**config.mk**
```make
export PLATFORM = sky130hd
export DESIGN_NAME = display_scanner
export DESIGN_NICKNAME = d
export VERILOG_FILES = /design/src/rtl/display_pkg.sv /design/src/rtl/scan_prescaler.sv /design/src/rtl/display_scanner.sv
export SDC_FILE = /design/constraint.sdc
export NUM_CORES = 1
export LEC_CHECK = 0
export BUFFER_PORTS_ARGS = -buffer_cell sky130_fd_sc_hd__buf_2
export CORE_MARGIN = 5
export CORE_UTILIZATION = 45
export CTS_BUF_LIST = sky130_fd_sc_hd__clkbuf_8
export CTS_CLUSTER_SIZE = 8
export DETAILED_ROUTE_END_ITERATION = 12
export PLACE_DENSITY = 0.66
export SLEW_MARGIN = 20
export SYNTH_ARGS = -nofsm -noshare
export SYNTH_HDL_FRONTEND = slang
export SYNTH_SLANG_ARGS = --single-unit
```
**constraint.sdc**
```tcl
create_clock -name CLK -period 3.92 [get_ports CLK]
set_clock_uncertainty 0.1 [all_clocks]
set_input_delay 0.392 -clock CLK [delete_from_list [all_inputs] [get_ports CLK]]
set_output_delay 0.392 -clock CLK [all_outputs]
set_load 0.01 [all_outputs]
```
**src/rtl/display_pkg.sv**
```systemverilog
// display_pkg: shared constants and anode helper for the seven-segment scan driver.
package display_pkg;
  localparam int NIB_W = 4;
  localparam int MAX_DIGITS = 8;
  localparam logic [MAX_DIGITS-1:0] AN_OFF = '1;
  function automatic logic [MAX_DIGITS-1:0] onehot_low(input int unsigned idx, input int unsigned digits);
    return ~((MAX_DIGITS'(1) << idx) & ((MAX_DIGITS'(1) << digits) - MAX_DIGITS'(1)));
  endfunction
endpackage

```
**src/rtl/scan_prescaler.sv**
```systemverilog
// scan_prescaler: free-running 0..DIV-1 counter with a terminal-count strobe.
module scan_prescaler #(
  parameter int DIV = 50000
) (
  input  logic CLK,
  input  logic RST,
  output logic tc
);
  localparam int W = $clog2(DIV);
  logic [W-1:0] cnt;
  assign tc = cnt == W'(DIV - 1);
  always_ff @(posedge CLK or posedge RST)
    if (RST) cnt <= '0;
    else cnt <= tc ? '0 : cnt + 1'b1;
endmodule

```
**src/rtl/display_scanner.sv**
```systemverilog
// display_scanner: time-multiplexed digit scanner with a one-deep pending word buffer.
// Define SCAN_BLANK_EN to blank leading-zero digits (digit 0 always lit).
module display_scanner
  import display_pkg::*;
#(
  parameter int DIGITS = 4,
  parameter int REFRESH_DIV = 50000
) (
  input  logic                    CLK,
  input  logic                    RST,
  input  logic [NIB_W*DIGITS-1:0] data_in,
  input  logic                    load,
  output logic                    ready,
  output logic [NIB_W-1:0]        value,
  output logic [DIGITS-1:0]       an,
  output logic                    frame_tick
);
  localparam int IW = $clog2(DIGITS);
  logic [DIGITS-1:0][NIB_W-1:0] pending, active, src;
  logic [IW-1:0] idx, nidx;
  logic [DIGITS-1:0] lit, an_sel;
  logic pend_valid, tc, wrap, transfer;
  scan_prescaler #(.DIV(REFRESH_DIV)) u_pre (.CLK(CLK), .RST(RST), .tc(tc));
  // At a transfer edge the new frame must already show the incoming word.
  always_comb begin
    wrap = tc && idx == IW'(DIGITS - 1);
    transfer = wrap && pend_valid;
    nidx = wrap ? '0 : idx + 1'b1;
    src = transfer ? pending : active;
    an_sel = DIGITS'(onehot_low(32'(nidx), DIGITS));
    ready = ~pend_valid;
    lit = '1;
`ifdef SCAN_BLANK_EN
    lit[DIGITS-1] = |src[DIGITS-1];
    for (int i = DIGITS - 2; i > 0; i--) lit[i] = lit[i+1] | (|src[i]);
`endif
  end
  always_ff @(posedge CLK or posedge RST)
    if (RST) begin
      idx <= '0;
      pending <= '0;
      active <= '0;
      pend_valid <= 1'b0;
      value <= '0;
      an <= AN_OFF[DIGITS-1:0];
      frame_tick <= 1'b0;
    end else begin
      frame_tick <= wrap;
      if (tc) begin
        idx <= nidx;
        value <= src[nidx];
        an <= lit[nidx] ? an_sel : AN_OFF[DIGITS-1:0];
      end
      if (load && !pend_valid) begin
        pending <= data_in;
        pend_valid <= 1'b1;
      end else if (transfer) begin
        active <= pending;
        pend_valid <= 1'b0;
      end
    end
endmodule
```
### Word level (Yosys, flattened, before mapping)

Cells that the tools add are included.

* output and inout bits: 10
* register bits after elaboration: 60

* shift-type cells: 1
* add/sub/neg operators: 2
* bitwise logic cells: 2
* order comparisons: 1
* reduce and logical (&&, ||, !) cells: 5
* multiplexer cells: 10
* equality and inequality tests: 2

Operators by type and width (number)
* $mux W16: 2
* $add A16 B1 Y16 const B: 1
* $eq A16 B16 Y1 const B: 1
* $bmux W4 S2: 1
* $mux W4: 2
* $not A4 Y4: 1
* $shl A1 B2 Y4 const A: 1
* $logic_and A1 B1 Y1: 3
* $lt A2 B3 Y1 const B: 1
* $mux W1: 3
* $add A2 B1 Y2 const B: 1
* $bmux W1 S2: 1
* $eq A2 B2 Y1 const B: 1
* $mux W2: 1
* $reduce_bool A2 Y1: 1
* $logic_not A1 Y1: 1
* $not A1 Y1: 1

### Longest topological paths before layout

* word-level depth: 6
* depth in mapped cells: 9
* gate-level depth less buffers: 6

### Cells and area by module

From an unflattened synthesis, not the netlist that was laid out.

* cells, all modules: 211
* area, all modules: 2675.1 µm²

By module, submodules not included
* display_scanner: area an instance 1918.1 µm², instances 1, cells each 143, seq. area each 1106.1 µm²
* scan_prescaler: area an instance 757.0 µm², instances 1, cells each 68, seq. area each 400.4 µm²

### Least setup slack after synthesis

OpenSTA, ideal clock, no wires.

* path kind: register to register
* start point: reg idx[0]
* end point: reg value[0]
* path buffers: 2
* stages on the path, launching flop included: 8
* slack: 1.976 ns
* period minus slack after synthesis: 1.944 ns
* data required time: 3.752 ns
* data arrival time: 1.776 ns
* setup time: 0.068 ns
* cells stage by stage: dfrtp_1 -> ha_1 -> buf_2 -> and4_1 -> a41o_2 -> buf_2 -> a311o_1 -> nand3_1

* word-level cells in the longest chain between the ends: 6
* elaborated cells between the ends (all ways): 8
* those cells by class: add/sub (1); eq/ne (1); mux (4); reduce/logical (2)

RTL lines
* from (decl): RTL line display_scanner.sv:20 `logic [IW-1:0] idx, nidx;`
* from (signal assigned): RTL line display_scanner.sv:50 `idx <= nidx;`
* $eq A2 B2 Y1: RTL line display_scanner.sv:26 `wrap = tc && idx == IW'(DIGITS - 1);`
* $logic_and A1 B1 Y1: RTL line display_scanner.sv:26
* $logic_and A1 B1 Y1: RTL line display_scanner.sv:27 `transfer = wrap && pend_valid;`
* $mux W16
* $bmux W4 S2 (*): RTL line display_scanner.sv:51 `value <= src[nidx];`
* $mux W4 (not written as such) (*): RTL line display_scanner.sv:51
* to (signal assigned): RTL line display_scanner.sv:51
* to (decl): RTL line display_scanner.sv:14 `output logic [NIB_W-1:0] value,`

Mark *: on every way between the ends. The rest lies on a longest branch, timed or not. The select of a mux whose other input is x is not followed.
A chain may end at the register's enable or synchronous reset.

### Worst setup path in the final report

* start point: reg u_pre.cnt[0]
* end point: reg value[1]

* word-level cells in the longest chain between the ends: 6
* elaborated cells between the ends (all ways): 7
* those cells by class: eq/ne (1); mux (4); reduce/logical (2)

RTL lines
* from (decl): RTL line scan_prescaler.sv:10 `logic [W-1:0] cnt;`
* from (signal assigned): RTL line scan_prescaler.sv:14 `else cnt <= tc ? '0 : cnt + 1'b1;`
* $eq A16 B16 Y1 (*): RTL line scan_prescaler.sv:11 `assign tc = cnt == W'(DIV - 1);`
* $logic_and A1 B1 Y1: RTL line display_scanner.sv:26
* $logic_and A1 B1 Y1: RTL line display_scanner.sv:27
* $mux W16
* $bmux W4 S2: RTL line display_scanner.sv:51
* $mux W4 (not written as such): RTL line display_scanner.sv:51

Marks and branches as above.

==> flow_summary.json <==
{
  "result_of_the_run": "completed",
  "remaining_drc_errors": 0,
  "post-cts-setup-buffer-count": 0,
  "vias_in_the_first_global_route": 1803,
  "clock_latency_ns": 0.34,
  "relSlewSlack_pct": 46.8,
  "cts-htree-levels": 3,
  "max_stage_delay_ns": 0.43,
  "start_util_pct": 45.5,
  "yosys-top-cells-area": "dfrtp_1 (53%), mux2_2 (10%), dfstp_2 (4.0%)",
  "setup_repair_after_global_routing_missed_its_margin": "false",
  "core_um2": 5820,
  "clock_sinks": 60,
  "fin_setup_tns_ns": 0,
  "route.antenna.remaining_nets": 0,
  "synth_common_cells": "dfrtp_1 (56), mux2_2 (24), nand2_1 (20), nor2_1 (17), nand3_1 (16)",
  "synth_warnings": 0,
  "startpoint_type": "register",
  "critPathKind": "reg -> reg",
  "floorplan.die_area_um2": 7510,
  "syn_avg_cell_area_um2": 11.9,
  "syn_to_final_growth_pct": 15.4,
  "critical_path_peak_fanout": 22,
  "track_usage_pct": 15.1,
  "cts_root_buffer": "clkbuf_8",
  "worstMarginPinSlew_ns": 0.797,
  "netlist.area_leader.share_pct": 53.0,
  "drt_iter0_drc": 60,
  "cts_hold_buf": 0,
  "synthesized_area_um2": 2650,
  "synth_seq_area_share_pct": 56.9,
  "synth_cell_type_count": 35,
  "grt_pass1_wl_um": 8550,
  "final_critical_delay_including_setup_and_external_delays_ns": 2.33,
  "port_buffers": 28,
  "antenna-diode-count": 0,
  "postSynthCellCount": 223,
  "detailed_routing_iterations_pass_1": 4,
  "post-dp-hpwl_um": 3550,
  "grt_overflow": 0,
  "final_nets": 279,
  "cp_num_buf_inv": 0,
  "cts_tree": "built",
  "finalWeightedCongestion": 0.792,
  "dominantRegCellSynth": "dfrtp_1",
  "max_freq_mhz": 430,
  "layout_worst_path_cycle_share_pct": 59.3,
  "vias": 1800,
  "crit_chain": "ha_1 -> and3_1 -> and4_4 -> or2b_1 -> a311oi_1 -> a211o_1",
  "synth_most_common_cell": "dfrtp_1",
  "grt_max_degree": 48,
  "max-vdd-ir-drop_mv": 0.297,
  "avgRoutedWirePerCell_um": 15.3,
  "worst_setup_path_end_kind": "register",
  "critPathRequiredTime_ns": 4.10,
  "proportion_of_register_bits_with_asynchronous_set_or_reset_after_synthesis_pct": 100,
  "timing.hold.worst.class": "in -> async",
  "ios": 29,
  "cp_slowest_cell": "and4_4",
  "timing_hold_violations_final": 0,
  "clock_path_buffers": 2,
  "antenna_found_initial": 0,
  "nFillCells": 552,
  "cap_viol_max_count": 0,
  "totalWireLength_um": 5120,
  "worst-endpoint-arrival_ns": 2.50,
  "timing.final.max_slew_violations": 0,
  "postCtsResizedCells": 0,
  "synth-edff-count": 0,
  "power.leakage_nw": 1.48,
  "die_height_um": 86.7,
  "syn_nets": 247,
  "ys_seq_elements": 60,
  "die_w_um": 86.7,
  "clk_transition_reported_paths_ns": 0.07,
  "floorplan.rows": 28,
  "via_per_inst": 5.37,
  "synth_top_cell_by_area": "dfrtp_1",
  "drive_gt1_share_pct": 32.3,
  "crit_family": "simple AND/OR/NAND/NOR gates",
  "number_of_buffers_inserted_during_clock_tree_synthesis": 9,
  "final-setup-viol-count": 0,
  "power_density_nw_per_um2": 399,
  "fin_worst_hold_slack_ns": 0.0711
}
==> layout by cell type, fill, tap and decap left out, drive strengths merged, types with 6 or more instances in the layout <==
cell / n
buf: 31
clkbuf: 11
dfrtp: 56
mux2: 24
nand2: 20
nand3: 16
nand4: 6
nor2: 18
o21ai: 16
xor2: 8
==> worst paths after layout <==
kind | from | endpoint | slack, ns | cells after the start
setup / recovery | u_pre.cnt[0] | value[1] | 1.59 | 6
hold / removal | RST | pending[1] | 0.07 | 2
setup reg to reg | u_pre.cnt[0] | value[1] | 1.59 | 6
hold reg to reg | an[1] | an[1] | 0.38 | 2
max in group asynchronous | RST | an[2] | 2.90 | 3
min in group CLK | data_in[4] | pending[4] | 0.18 | 2
==> kinds of logic (layout without fill, tap and decap cells) <==
family | count (synthesis) | in the layout | share of synthesized area, %
buffers and inverters | 15 | 52 | 2.70
DFF | 60 | 60 | 56.9
muxes | 24 | 24 | 10.2
adders and majority gates | 5 | 5 | 2.36
and+or+nand+nor | 77 | 77 | 16.0
xor gates and xnor gates | 13 | 13 | 4.30
AOI/OAI and AO/OA | 29 | 29 | 7.47
==> area by class of cell <==
| class | instances | area (um2) | share of cell area, % |
|---|---|---|---|
| Multi-Input combinational cell | 148 | 1070 | 35.0 |
| Tap cell | 75 | 93.8 | 3.07 |
| Timing Repair Buffer | 31 | 163 | 5.33 |
| Clock buffer | 11 | 151 | 4.96 |
| Clock inverter | 5 | 51.3 | 1.68 |
| Inverter | 5 | 20.0 | 0.655 |
| Sequential cell | 60 | 1510 | 49.3 |
==> registers in the layout, indices dropped and copies added, names as in the netlist <==
name,flops
u_pre.cnt,16
active,16
value,4
an,4
idx,2
frame_tick,1
pending,16
pend_valid,1
==> routing by layer <==
metal	GRT usage [%]	share of wire [%]	vias up
li1	-	-	846
met1	19.0	45	909
met2	23.2	47	32
met3	5.32	5.0	13
met4	7.51	2.6	0
met5	0	0	-
==> where the power goes <==
| part | internal (mW) | switching (mW) |
|---|---|---|
| logic | 0.0131 | 0.0155 |
| clock network | 0.323 | 0.235 |
| registers | 0.628 | 0.00473 |
==> per-stage QoR <==
step | instance area (um2) | utilization, % | setup WS, ns | cells | power, mW
after floorplan | 2650 | - | 1.95 | 223 | 0.659
after global placement | 2850 | 49.0 | 1.73 | 319 | 0.673
after detailed placement | 2850 | 49.0 | 1.68 | 319 | 0.674
after CTS | 3050 | 52.5 | 1.61 | 335 | 1.24
after global routing | 3050 | 52.5 | 1.52 | 335 | 1.26
final | 3050 | 52.5 | 1.59 | 335 | 1.22
(Power assumes the default switching activity.)
